==> config.mk <==
export PLATFORM = sky130hd
export DESIGN_NAME = ex_muldiv_unit
export DESIGN_NICKNAME = d
export VERILOG_FILES = /design/src/rtl/ex_muldiv_unit_pkg.sv /design/src/rtl/ex_muldiv_unit_divider.sv /design/src/rtl/ex_muldiv_unit.sv
export SDC_FILE = /design/constraint.sdc
export NUM_CORES = 2
export LEC_CHECK = 0
export ABC_AREA = 0
export CAP_MARGIN = 20
export CORE_MARGIN = 1.5
export CORE_UTILIZATION = 51
export CTS_CLUSTER_SIZE = 10
export DETAILED_ROUTE_END_ITERATION = 10
export HOLD_SLACK_MARGIN = 0.05
export PLACE_DENSITY = 0.76
export SYNTH_ARGS = -nofsm -noshare
export SYNTH_HDL_FRONTEND = slang
export SYNTH_SLANG_ARGS = --single-unit
==> constraint.sdc <==
create_clock -name clock -period 9.4 [get_ports clock]
set_clock_uncertainty 0.05 [all_clocks]
set_input_delay 1.88 -clock clock [delete_from_list [all_inputs] [get_ports clock]]
set_output_delay 1.88 -clock clock [all_outputs]
set_load 0.005 [all_outputs]
==> src/rtl/ex_muldiv_unit_pkg.sv <==
// -----------------------------------------------------------------------------
// muldiv_params -- shared types for the multiply/divide execution unit.
//
// Contents:
//   MulDivOperation  : operation code presented with a request
//                      (MULT, DIV, MTHI, MTLO).
//   MulDivResultData : HI/LO result pair at the default 32-bit operand width.
//                      Integrating code and benches use it to carry results.
// -----------------------------------------------------------------------------
package muldiv_params;

    typedef enum logic [1:0] {
        MULT = 2'd0,
        DIV  = 2'd1,
        MTHI = 2'd2,
        MTLO = 2'd3
    } MulDivOperation;

    localparam int MULDIV_RESULT_WIDTH = 32;

    typedef struct packed {
        logic [MULDIV_RESULT_WIDTH-1:0] high;
        logic [MULDIV_RESULT_WIDTH-1:0] low;
    } MulDivResultData;

endpackage

==> src/rtl/ex_muldiv_unit_divider.sv <==
// -----------------------------------------------------------------------------
// muldiv_divider_core -- iterative restoring radix-2 divider.
//
// It works on operand magnitudes and produces one quotient bit per cycle. The
// first iteration happens on the start edge. The remaining DATA_WIDTH-1
// iterations follow on the next edges. The quotient and remainder are
// sign-corrected on the way out.
//
// Ports:
//   clock, reset_n      : clock, asynchronous active-low reset
//   start               : load operands and run the first iteration
//   abort               : stop an operation in flight (busy drops next edge)
//   dividend, divisor   : operands. The divisor must be non-zero.
//   is_signed           : treat the operands as two's complement
//   busy                : high while iterations remain
//   quotient, remainder : result. Valid once busy falls after a start.
// -----------------------------------------------------------------------------
module muldiv_divider_core #(
    parameter int DATA_WIDTH = 32
) (
    input  logic                  clock,
    input  logic                  reset_n,
    input  logic                  start,
    input  logic                  abort,
    input  logic [DATA_WIDTH-1:0] dividend,
    input  logic [DATA_WIDTH-1:0] divisor,
    input  logic                  is_signed,
    output logic                  busy,
    output logic [DATA_WIDTH-1:0] quotient,
    output logic [DATA_WIDTH-1:0] remainder
);
    localparam int CNT_W = $clog2(DATA_WIDTH);

    logic [DATA_WIDTH-1:0] rem_q, quo_q, dvs_q;
    logic [CNT_W-1:0]      cnt_q;
    logic                  busy_q, quo_neg_q, rem_neg_q;

    logic [DATA_WIDTH-1:0] mag_a, mag_b, src_rem, src_quo, src_dvs;
    logic [DATA_WIDTH-1:0] rem_step, quo_step;
    logic [DATA_WIDTH:0]   shifted, diff;

    // One restoring step. On start it runs on the fresh magnitudes with a zero
    // partial remainder. Otherwise it runs on the registered state.
    // NOTE: every always_comb output gets a value on every path, so no latches.
    always_comb begin
        mag_a   = (is_signed && dividend[DATA_WIDTH-1]) ? -dividend : dividend;
        mag_b   = (is_signed && divisor[DATA_WIDTH-1])  ? -divisor  : divisor;
        src_rem = start ? '0    : rem_q;
        src_quo = start ? mag_a : quo_q;
        src_dvs = start ? mag_b : dvs_q;
        shifted = {src_rem, src_quo[DATA_WIDTH-1]};
        diff    = shifted - {1'b0, src_dvs};
        if (diff[DATA_WIDTH]) begin
            rem_step = shifted[DATA_WIDTH-1:0];
            quo_step = {src_quo[DATA_WIDTH-2:0], 1'b0};
        end else begin
            rem_step = diff[DATA_WIDTH-1:0];
            quo_step = {src_quo[DATA_WIDTH-2:0], 1'b1};
        end
    end

    // NOTE: sequential state uses non-blocking assignments only.
    always_ff @(posedge clock or negedge reset_n) begin
        if (!reset_n) begin
            rem_q     <= '0;
            quo_q     <= '0;
            dvs_q     <= '0;
            cnt_q     <= '0;
            busy_q    <= 1'b0;
            quo_neg_q <= 1'b0;
            rem_neg_q <= 1'b0;
        end else if (abort) begin
            busy_q <= 1'b0;
        end else if (start) begin
            rem_q     <= rem_step;
            quo_q     <= quo_step;
            dvs_q     <= mag_b;
            cnt_q     <= CNT_W'(DATA_WIDTH - 1);
            busy_q    <= 1'b1;
            quo_neg_q <= is_signed & (dividend[DATA_WIDTH-1] ^ divisor[DATA_WIDTH-1]);
            rem_neg_q <= is_signed & dividend[DATA_WIDTH-1];
        end else if (busy_q) begin
            rem_q  <= rem_step;
            quo_q  <= quo_step;
            cnt_q  <= cnt_q - CNT_W'(1);
            busy_q <= (cnt_q != CNT_W'(1));
        end
    end

    assign busy = busy_q;
    // Most-negative / -1 needs no special case here. Its magnitude quotient
    // negates back to the most-negative value, and its remainder is zero.
    assign quotient  = quo_neg_q ? -quo_q : quo_q;
    assign remainder = rem_neg_q ? -rem_q : rem_q;

endmodule

==> src/rtl/ex_muldiv_unit.sv <==
// -----------------------------------------------------------------------------
// ex_muldiv_unit -- multiply/divide execution unit holding the HI/LO registers.
//
// Build option: MULDIV_DIVIDER_EN
//   defined   -> DIV uses the iterative divider core (done at DATA_WIDTH+1,
//                or at cycle 1 for a zero divisor).
//   undefined -> DIV completes at cycle 1 and leaves HI/LO unchanged. No
//                divider hardware is built.
//
// Ports:
//   clock, reset_n        : clock, asynchronous active-low reset
//   request_valid/ready   : request handshake. Ready only in IDLE with cancel low.
//   request_operation     : MULT, DIV, MTHI, MTLO
//   request_signed        : signed multiply/divide
//   input1, input2        : operands (MTHI/MTLO take input1)
//   cancel                : flush any operation in flight
//   done                  : one-cycle completion pulse
//   high, low             : architectural HI/LO registers
// -----------------------------------------------------------------------------
module ex_muldiv_unit
    import muldiv_params::*;
#(
    parameter int DATA_WIDTH  = 32,
    parameter int MUL_LATENCY = 2
) (
    input  logic                  clock,
    input  logic                  reset_n,
    input  logic                  request_valid,
    output logic                  request_ready,
    input  MulDivOperation        request_operation,
    input  logic                  request_signed,
    input  logic [DATA_WIDTH-1:0] input1,
    input  logic [DATA_WIDTH-1:0] input2,
    input  logic                  cancel,
    output logic                  done,
    output logic [DATA_WIDTH-1:0] high,
    output logic [DATA_WIDTH-1:0] low
);
    localparam int CNT_W = (MUL_LATENCY > 1) ? $clog2(MUL_LATENCY) : 1;

    typedef enum logic [1:0] {ST_IDLE, ST_MUL, ST_DIV, ST_DONE} state_t;

    state_t                  state_q, state_d;
    logic                    done_q, done_d;
    logic [DATA_WIDTH-1:0]   high_q, high_d, low_q, low_d;
    logic [CNT_W-1:0]        mul_cnt_q, mul_cnt_d;
    logic [DATA_WIDTH-1:0]   op_a_q, op_b_q;
    logic                    signed_q;

    logic                    accept;
    logic [DATA_WIDTH-1:0]   mul_a, mul_b;
    logic                    mul_sgn;
    logic signed [DATA_WIDTH:0] mul_a_ext, mul_b_ext;
    logic [2*DATA_WIDTH-1:0] product;

    assign request_ready = reset_n && (state_q == ST_IDLE) && !cancel;
    assign accept        = request_valid && request_ready;

    // With a one-cycle multiply the product comes straight from the request.
    // Otherwise it comes from the operands latched at accept.
    assign mul_a     = (state_q == ST_IDLE) ? input1         : op_a_q;
    assign mul_b     = (state_q == ST_IDLE) ? input2         : op_b_q;
    assign mul_sgn   = (state_q == ST_IDLE) ? request_signed : signed_q;
    // One extra bit lets a single signed multiplier cover both signednesses.
    assign mul_a_ext = {mul_sgn & mul_a[DATA_WIDTH-1], mul_a};
    assign mul_b_ext = {mul_sgn & mul_b[DATA_WIDTH-1], mul_b};
    assign product   = (2*DATA_WIDTH)'(mul_a_ext) * (2*DATA_WIDTH)'(mul_b_ext);

`ifdef MULDIV_DIVIDER_EN
    logic                  div_busy;
    logic [DATA_WIDTH-1:0] div_quotient, div_remainder;

    muldiv_divider_core #(
        .DATA_WIDTH (DATA_WIDTH)
    ) u_divider (
        .clock     (clock),
        .reset_n   (reset_n),
        .start     (accept && (request_operation == DIV) && (input2 != '0)),
        .abort     (cancel),
        .dividend  (input1),
        .divisor   (input2),
        .is_signed (request_signed),
        .busy      (div_busy),
        .quotient  (div_quotient),
        .remainder (div_remainder)
    );
`endif

    always_comb begin
        state_d   = state_q;
        done_d    = 1'b0;
        high_d    = high_q;
        low_d     = low_q;
        mul_cnt_d = mul_cnt_q;
        case (state_q)
            ST_IDLE: begin
                if (accept) begin
                    case (request_operation)
                        MULT: begin
                            if (MUL_LATENCY == 1) begin
                                state_d         = ST_DONE;
                                done_d          = 1'b1;
                                {high_d, low_d} = product;
                            end else begin
                                state_d   = ST_MUL;
                                mul_cnt_d = CNT_W'(1);
                            end
                        end
                        DIV: begin
`ifdef MULDIV_DIVIDER_EN
                            if (input2 == '0) begin
                                state_d = ST_DONE;
                                done_d  = 1'b1;
                                low_d   = '1;
                                high_d  = input1;
                            end else begin
                                state_d = ST_DIV;
                            end
`else
                            state_d = ST_DONE;
                            done_d  = 1'b1;
`endif
                        end
                        MTHI: begin
                            state_d = ST_DONE;
                            done_d  = 1'b1;
                            high_d  = input1;
                        end
                        MTLO: begin
                            state_d = ST_DONE;
                            done_d  = 1'b1;
                            low_d   = input1;
                        end
                        default: ;
                    endcase
                end
            end
            ST_MUL: begin
                if (cancel) begin
                    state_d = ST_IDLE;
                end else if (mul_cnt_q == CNT_W'(MUL_LATENCY - 1)) begin
                    state_d         = ST_DONE;
                    done_d          = 1'b1;
                    {high_d, low_d} = product;
                end else begin
                    mul_cnt_d = mul_cnt_q + CNT_W'(1);
                end
            end
            ST_DIV: begin
`ifdef MULDIV_DIVIDER_EN
                if (cancel) begin
                    state_d = ST_IDLE;
                end else if (!div_busy) begin
                    state_d = ST_DONE;
                    done_d  = 1'b1;
                    low_d   = div_quotient;
                    high_d  = div_remainder;
                end
`else
                state_d = ST_IDLE;
`endif
            end
            ST_DONE: state_d = ST_IDLE;
            default: state_d = ST_IDLE;
        endcase
    end

    always_ff @(posedge clock or negedge reset_n) begin
        if (!reset_n) begin
            state_q   <= ST_IDLE;
            done_q    <= 1'b0;
            high_q    <= '0;
            low_q     <= '0;
            mul_cnt_q <= '0;
        end else begin
            state_q   <= state_d;
            done_q    <= done_d;
            high_q    <= high_d;
            low_q     <= low_d;
            mul_cnt_q <= mul_cnt_d;
        end
    end

    // NOTE: the operand registers are pure datapath. They are always written
    // at accept before anything reads them, so they need no reset.
    always_ff @(posedge clock) begin
        if (accept) begin
            op_a_q   <= input1;
            op_b_q   <= input2;
            signed_q <= request_signed;
        end
    end

    assign done = done_q;
    assign high = high_q;
    assign low  = low_q;

endmodule
### Word level (Yosys, flattened, before mapping)

Index checks and enable logic that the tools add are counted.

* flip-flop bits (word level): 133
* input bits: 71
* output and inout bits: 66
* word-level logic and storage cells: 66

* $add $sub $neg: 1
* $mul: 1
* eq/ne operators: 13
* muxes and demuxes: 28
* bitwise gates (word level): 2
* reductions and logical operators: 13

Operators by type and width (count)
* 32-bit two-way mux: 10
* 32-bit one-hot mux with 2 select lines: 2
* 33-bit by 33-bit multiplier with 64-bit output: 1
* 5-bit AND reduction: 2
* 1-bit two-way mux: 9
* 2-bit equality test, second input constant: 4
* 2-bit two-way mux: 3
* 2-bit by 1-bit inequality test with 1-bit output, second input constant: 3
* 2-bit inequality test, second input constant: 3
* 2-bit one-hot mux with 3 select lines: 1
* 2-bit by 1-bit equality test with 1-bit output, second input constant: 2
* 2-bit zero test: 2
* 1-bit one-hot mux with 2 select lines: 2
* 2-bit one-hot mux with 2 select lines: 1
* 4-bit AND reduction: 1
* 1-bit logical AND: 3
* 3-bit inequality test, second input constant: 1
* 3-bit OR reduction: 1
* 1-bit bitwise AND: 2
* 2-bit AND reduction: 1
* 2-bit nonzero test: 1
* 2-bit OR reduction: 1
* 1-bit adder, second input constant: 1
* 1-bit zero test: 1

### Depth between registers and ports, before layout

* word-level depth: 7
* gate-level depth with buffers: 34
* mapped depth without buffers: 29

### Least setup slack after synthesis

OpenSTA, ideal clock, no wires.

* path type: input port to flip-flop
* start: in request_signed
* end: reg high_q[30] (netlist: high[30])
* setup time: 129 ps
* data arrival time: 9358 ps
* data required time: 9221 ps
* slack: -138 ps
* stages on the path: 29
* buffers on the path: 2
* path through: mux2i_1 -> nor2_1 -> clkbuf_1 -> nand2_1 -> inv_1 -> fa_1 -> inv_1 -> fa_1 -> inv_1 -> fa_1 -> fa_1 -> inv_1 -> fa_1 -> inv_1 -> fa_1 -> inv_1 -> fa_1 -> fa_1 -> inv_1 -> ha_1 -> clkbuf_1 -> a21oi_1 -> o21ai_0 -> or2_2 -> a31oi_1 -> a21oi_1 -> a221oi_2 -> xor2_1 -> o22ai_1

* word-level cells in the longest chain between the ends: 6
* elaborated cells on any way between the ends: 7
* classes of those cells: mul (1); mux (4); bitwise (2)

RTL lines
* from (decl): RTL line ex_muldiv_unit.sv:31 `input logic request_signed,`
* 1-bit two-way mux *: RTL line ex_muldiv_unit.sv:63 `assign mul_sgn = (state_q == ST_IDLE) ? request_signed : signed_q;`
* 1-bit bitwise AND, on equally long branches: RTL line ex_muldiv_unit.sv:65, ex_muldiv_unit.sv:66
* 33-bit by 33-bit multiplier with 64-bit output *: RTL line ex_muldiv_unit.sv:67 `assign product = (2*DATA_WIDTH)'(mul_a_ext) * (2*DATA_WIDTH)'(mul_b_ext);`
* 32-bit two-way mux *: RTL line ex_muldiv_unit.sv:141 `end else if (mul_cnt_q == CNT_W'(MUL_LATENCY - 1)) begin`
* 32-bit two-way mux *: RTL line ex_muldiv_unit.sv:139 `if (cancel) begin`
* 32-bit one-hot mux with 2 select lines *: RTL line ex_muldiv_unit.sv:95 `case (state_q)`
* to (signal assigned): RTL line ex_muldiv_unit.sv:178 `high_q <= high_d;`
* to (decl): RTL line ex_muldiv_unit.sv:45 `logic [DATA_WIDTH-1:0] high_q, high_d, low_q, low_d;`

Every way passes the cells marked *; elsewhere a longest branch is shown, timed or not. The select of a mux whose other input is x is not followed.
A chain may end at the register's enable or synchronous reset.

### Final worst setup path

* start: in input1[9]
* end: reg high_q[7] (netlist: high[7])

* word-level cells in the longest chain between the ends: 5

RTL lines
* from (decl): RTL line ex_muldiv_unit.sv:32 `input logic [DATA_WIDTH-1:0] input1,`
* 32-bit two-way mux: RTL line ex_muldiv_unit.sv:61 `assign mul_a = (state_q == ST_IDLE) ? input1 : op_a_q;`
* 33-bit by 33-bit multiplier with 64-bit output: RTL line ex_muldiv_unit.sv:67
* 32-bit two-way mux: RTL line ex_muldiv_unit.sv:141
* 32-bit two-way mux: RTL line ex_muldiv_unit.sv:139
* 32-bit one-hot mux with 2 select lines: RTL line ex_muldiv_unit.sv:95

Every way passes these cells. The select of a mux whose other input is x is not followed.

==> impl_table.tex <==
\begin{tabular}{lr}
\hline
Metric & Value \\
\hline
\multicolumn{2}{l}{\textbf{Route}} \\
\quad DRC errors left & 0 \\
\quad Remaining antenna violation count after routing & 0 \\
\quad Met3 routed wirelength & around 16,000 µm \\
\quad Starting DRT DRC Count & 3,610 \\
\quad Number of iterations in the first detailed-routing pass & 8 \\
\quad Routed length per instance & 22.6 µm \\
\quad Wire length the detailed router placed on met1 & 49,600 µm \\
\quad Average vias per placed instance & between 5 and 6 \\
\quad DR top layer & met5 \\
\quad Number of vias after detailed routing & 36,100 \\
\quad Total Routed Length & 147,000 µm \\
\quad WL met2 & a little under 70,000 µm \\
\multicolumn{2}{l}{\textbf{GRT}} \\
\quad Vias in the first global route & roughly 40,000 \\
\quad Wire length of the first global-routing pass & between 200,000 and 250,000 µm \\
\quad Total global routing overflow & 0 \\
\quad Total routing resource utilization after global routing & around a third \\
\quad Largest net degree at the start of global routing & 71 \\
\quad Antenna violations before repair & 7 \\
\multicolumn{2}{l}{\textbf{Floorplan}} \\
\quad Die X & 294 µm \\
\quad Number of primary I/O pins & 137 \\
\quad Area of the core & 83,800 µm² \\
\quad Starting density of the core & 51.7\% \\
\quad Die H & 294 µm \\
\quad Row count & 106 \\
\quad Total Die Area & 86,700 µm² \\
\multicolumn{2}{l}{\textbf{Critical path}} \\
\quad Register-to-register path setup slack & 310 ps \\
\quad Signal arrival time at the worst endpoint & 9760 ps \\
\quad Critical path launch point type & input port \\
\quad Launch instance of the worst register-to-register path & state\_q[0]\$\_DFFE\_PN0P\_ \\
\quad Crit end category & flip-flop \\
\quad Crit-path slowest cell & sky130\_fd\_sc\_hd\_\_fa\_1 \\
\quad Class of the most critical setup path & in -> reg \\
\quad Critical Path RT & 9690 ps \\
\quad Most frequent cell on the critical path & sky130\_fd\_sc\_hd\_\_fa\_1 \\
\quad Critical path's largest stage delay & 550 ps \\
\quad Largest fanout on the critical path & 11 \\
\quad Worst reg2reg path depth & 33 \\
\quad Critical R2R Capture & high[7]\$\_DFFE\_PN0P\_ \\
\multicolumn{2}{l}{\textbf{Run status}} \\
\quad Violated checks & negative setup slack \\
\quad Result of the run & finished, violations left \\
\multicolumn{2}{l}{\textbf{Timing}} \\
\quad Minimum period implied by the final worst setup slack & around 9500 ps \\
\quad Final setup violation count & 2 \\
\quad Max Fclk & around 0.11 GHz \\
\quad Number of hold violations in the final report & 0 \\
\quad Sum Neg Setup Slack & -97.1 ps \\
\quad Unrepaired setup endpoints after global routing & yes \\
\quad Worst Slack Setup Final & -69.9 ps \\
\quad Relative slew slack & 31.7\% \\
\quad Fraction of the cycle the final worst path needs & 101\% \\
\quad Worst Tran Pin Value & between 1000 and 1500 ps \\
\quad Final Max Slew Viols & 0 \\
\multicolumn{2}{l}{\textbf{CTS}} \\
\quad Clock Tree Root & sky130\_fd\_sc\_hd\_\_clkbuf\_16 \\
\quad Clock tree from TritonCTS & built \\
\quad Clock Sink Count & 133 \\
\quad Number of clock buffers inserted by TritonCTS & 17 \\
\quad Clock latency reported for the late side of the worst-skew pair & between 500 and 600 ps \\
\quad Number of buffers on the longest clock path & 2 \\
\quad Number of buffers added to fix hold violations after cts & 0 \\
\quad CTS clk-pin slew, worst paths & 70 ps \\
\quad CTS HTree Levels & 4 \\
\multicolumn{2}{l}{\textbf{Synthesis}} \\
\quad Share of Yosys cell area claimed by the top area cell type & 52.0\% \\
\quad Post-synth cell types & 65 \\
\quad Mean post-synth cell area & 9.21 µm² \\
\quad Portion of the post-synthesis area used by sequential elements & 8.44\% \\
\quad Post-Synthesis Net Count & 6,109 \\
\quad FF+latch count, synth & 133 \\
\quad Yosys warning total & 0 \\
\quad Number of synthesized flops with an enable pin & between 60 and 70 \\
\quad Synth top area cells & sky130\_fd\_sc\_hd\_\_fa\_1, sky130\_fd\_sc\_hd\_\_inv\_1, sky130\_fd\_sc\_hd\_\_nand2\_1, sky130\_fd\_sc\_hd\_\_ha\_1, sky130\_fd\_sc\_hd\_\_edfxtp\_1 \\
\quad Netlist area before placement & 43,300 µm² \\
\quad Top\_reg\_cell synth & sky130\_fd\_sc\_hd\_\_dfrtp\_1 \\
\quad Syn Inst Count & 4,701 \\
\quad Proportion of register bits with asynchronous set or reset after synthesis & 51.1\% \\
\quad Library cell occupying the most area in the post-synthesis netlist & sky130\_fd\_sc\_hd\_\_fa\_1 \\
\multicolumn{2}{l}{\textbf{Final layout}} \\
\quad Non-filler instance count after layout & about 6,500 \\
\quad Fraction of final layout cells sized beyond drive strength 1 & about 17\% \\
\quad Filler Cells Inserted & 6,671 \\
\quad Number of nets at the end of the flow & 6,754 \\
\quad Footprint of the multi-input gates & roughly 35,000 µm² \\
\quad FF/Latch Area & about 3700 µm² \\
\quad Synth-to-layout area growth & 22.2\% \\
\quad Final design area excluding fillers & 52,900 µm² \\
\multicolumn{2}{l}{\textbf{Job}} \\
\quad \# Max-Cap Violations & 0 \\
\multicolumn{2}{l}{\textbf{Hold path}} \\
\quad Path class of the lowest-slack min-delay path & reg -> reg \\
\quad Hold endpoint & mul\_cnt\_q\$\_DFFE\_PN0P\_ \\
\quad Hold path depth & 1 \\
\quad Hold path start & mul\_cnt\_q\$\_DFFE\_PN0P\_ \\
\multicolumn{2}{l}{\textbf{Placed design}} \\
\quad Detailed Place HPWL & 124,000 µm \\
\quad Routability congestion estimate from global placement & 1.07 \\
\quad Total placed cells including tap cells & 6,404 \\
\quad Area after DPL & 50,800 µm² \\
\quad Number of input and output port buffers inserted & 136 \\
\hline
\end{tabular}
[cells in the final DEF (no fill, tap or decap), types with 29 or more instances in the layout]
master                               n
sky130_fd_sc_hd__inv_1            1115
sky130_fd_sc_hd__nor2_1            454
sky130_fd_sc_hd__buf_4             615
sky130_fd_sc_hd__o21ai_0            48
sky130_fd_sc_hd__ha_1              197
sky130_fd_sc_hd__clkdlybuf4s50_1   116
sky130_fd_sc_hd__a21o_1             29
sky130_fd_sc_hd__dfrtp_1            68
sky130_fd_sc_hd__mux2_4             35
sky130_fd_sc_hd__nand2_1           781
sky130_fd_sc_hd__mux2i_1            45
sky130_fd_sc_hd__mux2_2             31
sky130_fd_sc_hd__edfxtp_1           65
sky130_fd_sc_hd__fa_1             1113
sky130_fd_sc_hd__buf_12             59
sky130_fd_sc_hd__a21oi_1           109
sky130_fd_sc_hd__xnor2_1            47
[what timing repair did]
item	in CTS	in global routing
endpoints found under the setup margin	25	39
gates resized for setup	38	176
pin swaps	6	69
buffers inserted	4	48
gates cloned	1	5
[registers in the layout, indices dropped and copies added, names as in the netlist]
signal	count
done	1
high	32
low	32
mul_cnt_q	1
op_a_q	32
op_b_q	32
signed_q	1
state_q	2
[synth_stat cells (all sizes together) (38+ instances only)]
cell type / instances
buf: 38
clkbuf: 177
dfrtp: 68
nor2: 465
mux2: 66
edfxtp: 65
fa: 1125
nand2: 788
mux2i: 58
o21ai: 71
a21oi: 125
inv: 1121
ha: 212
xnor2: 50
[metal layers]
layer	up-vias	track usage [%]
li1	15100	-
met5	-	0
met2	2104	55.1
met3	617	8.40
met4	4	24.9
met1	18300	41.3
[worst max path at each step]
stage                               from              endpoint  slack, ps
final                          input1[9]   high[7]$_DFFE_PN0P_        -70
after global routing           input2[5]  high[30]$_DFFE_PN0P_       -110
after CTS                 request_signed  high[13]$_DFFE_PN0P_         -8
after detailed placement       input2[7]  high[13]$_DFFE_PN0P_       -740
after global placement        input1[22]  high[13]$_DFFE_PN0P_       -690
after floorplan               input1[31]  high[30]$_DFFE_PN0P_         10
[worst max-delay path, delay by kind of cell]
| family | cells | cell delay (ps) |
|---|---|---|
| fa+ha+maj | 9 | 4100 |
| buf+inv | 11 | 1700 |
| compound gates | 6 | 1050 |
| mux | 1 | 200 |
| xor+xnor | 1 | 230 |
| simple gates | 3 | 560 |
[metrics by stage]
| step | utilization, % | hold WS (ps) | worst slack (ps) |
|---|---|---|---|
| finish | 63.1 | 451 | -69.9 |
| global route | 63.1 | 481 | -106 |
| global placement | 60.6 | 413 | -691 |
| floorplan | - | 408 | 12.2 |
| CTS | 61.6 | 450 | -7.74 |
| detailed placement | 60.6 | 427 | -738 |
[cells by family after synthesis]
logic type / count (synthesis) / synth area share [%]
AOI/OAI and AO/OA: 328 / 4.65
DFF: 133 / 8.44
and+or+nand+nor: 1373 / 12.6
xor gates and xnor gates: 69 / 1.40
muxes: 124 / 3.09
adders and majority gates: 1337 / 58.1
buffers and inverters: 1337 / 11.7
[area by class of cell]
class	count	share of cell area [%]
diodes	5	0.0237
flip-flops and latches	133	6.91
repair inverters	1	0.0142
clock inverters	15	0.438
well taps	1134	2.68
inverters	1122	7.98
repair buffers	840	14.4
multi-input cells	3231	66.8
clock buffers	17	0.804
Power is left out: the tool's default activity adds up to more than one toggle a clock period on the data nets, which glitch-free logic cannot reach.
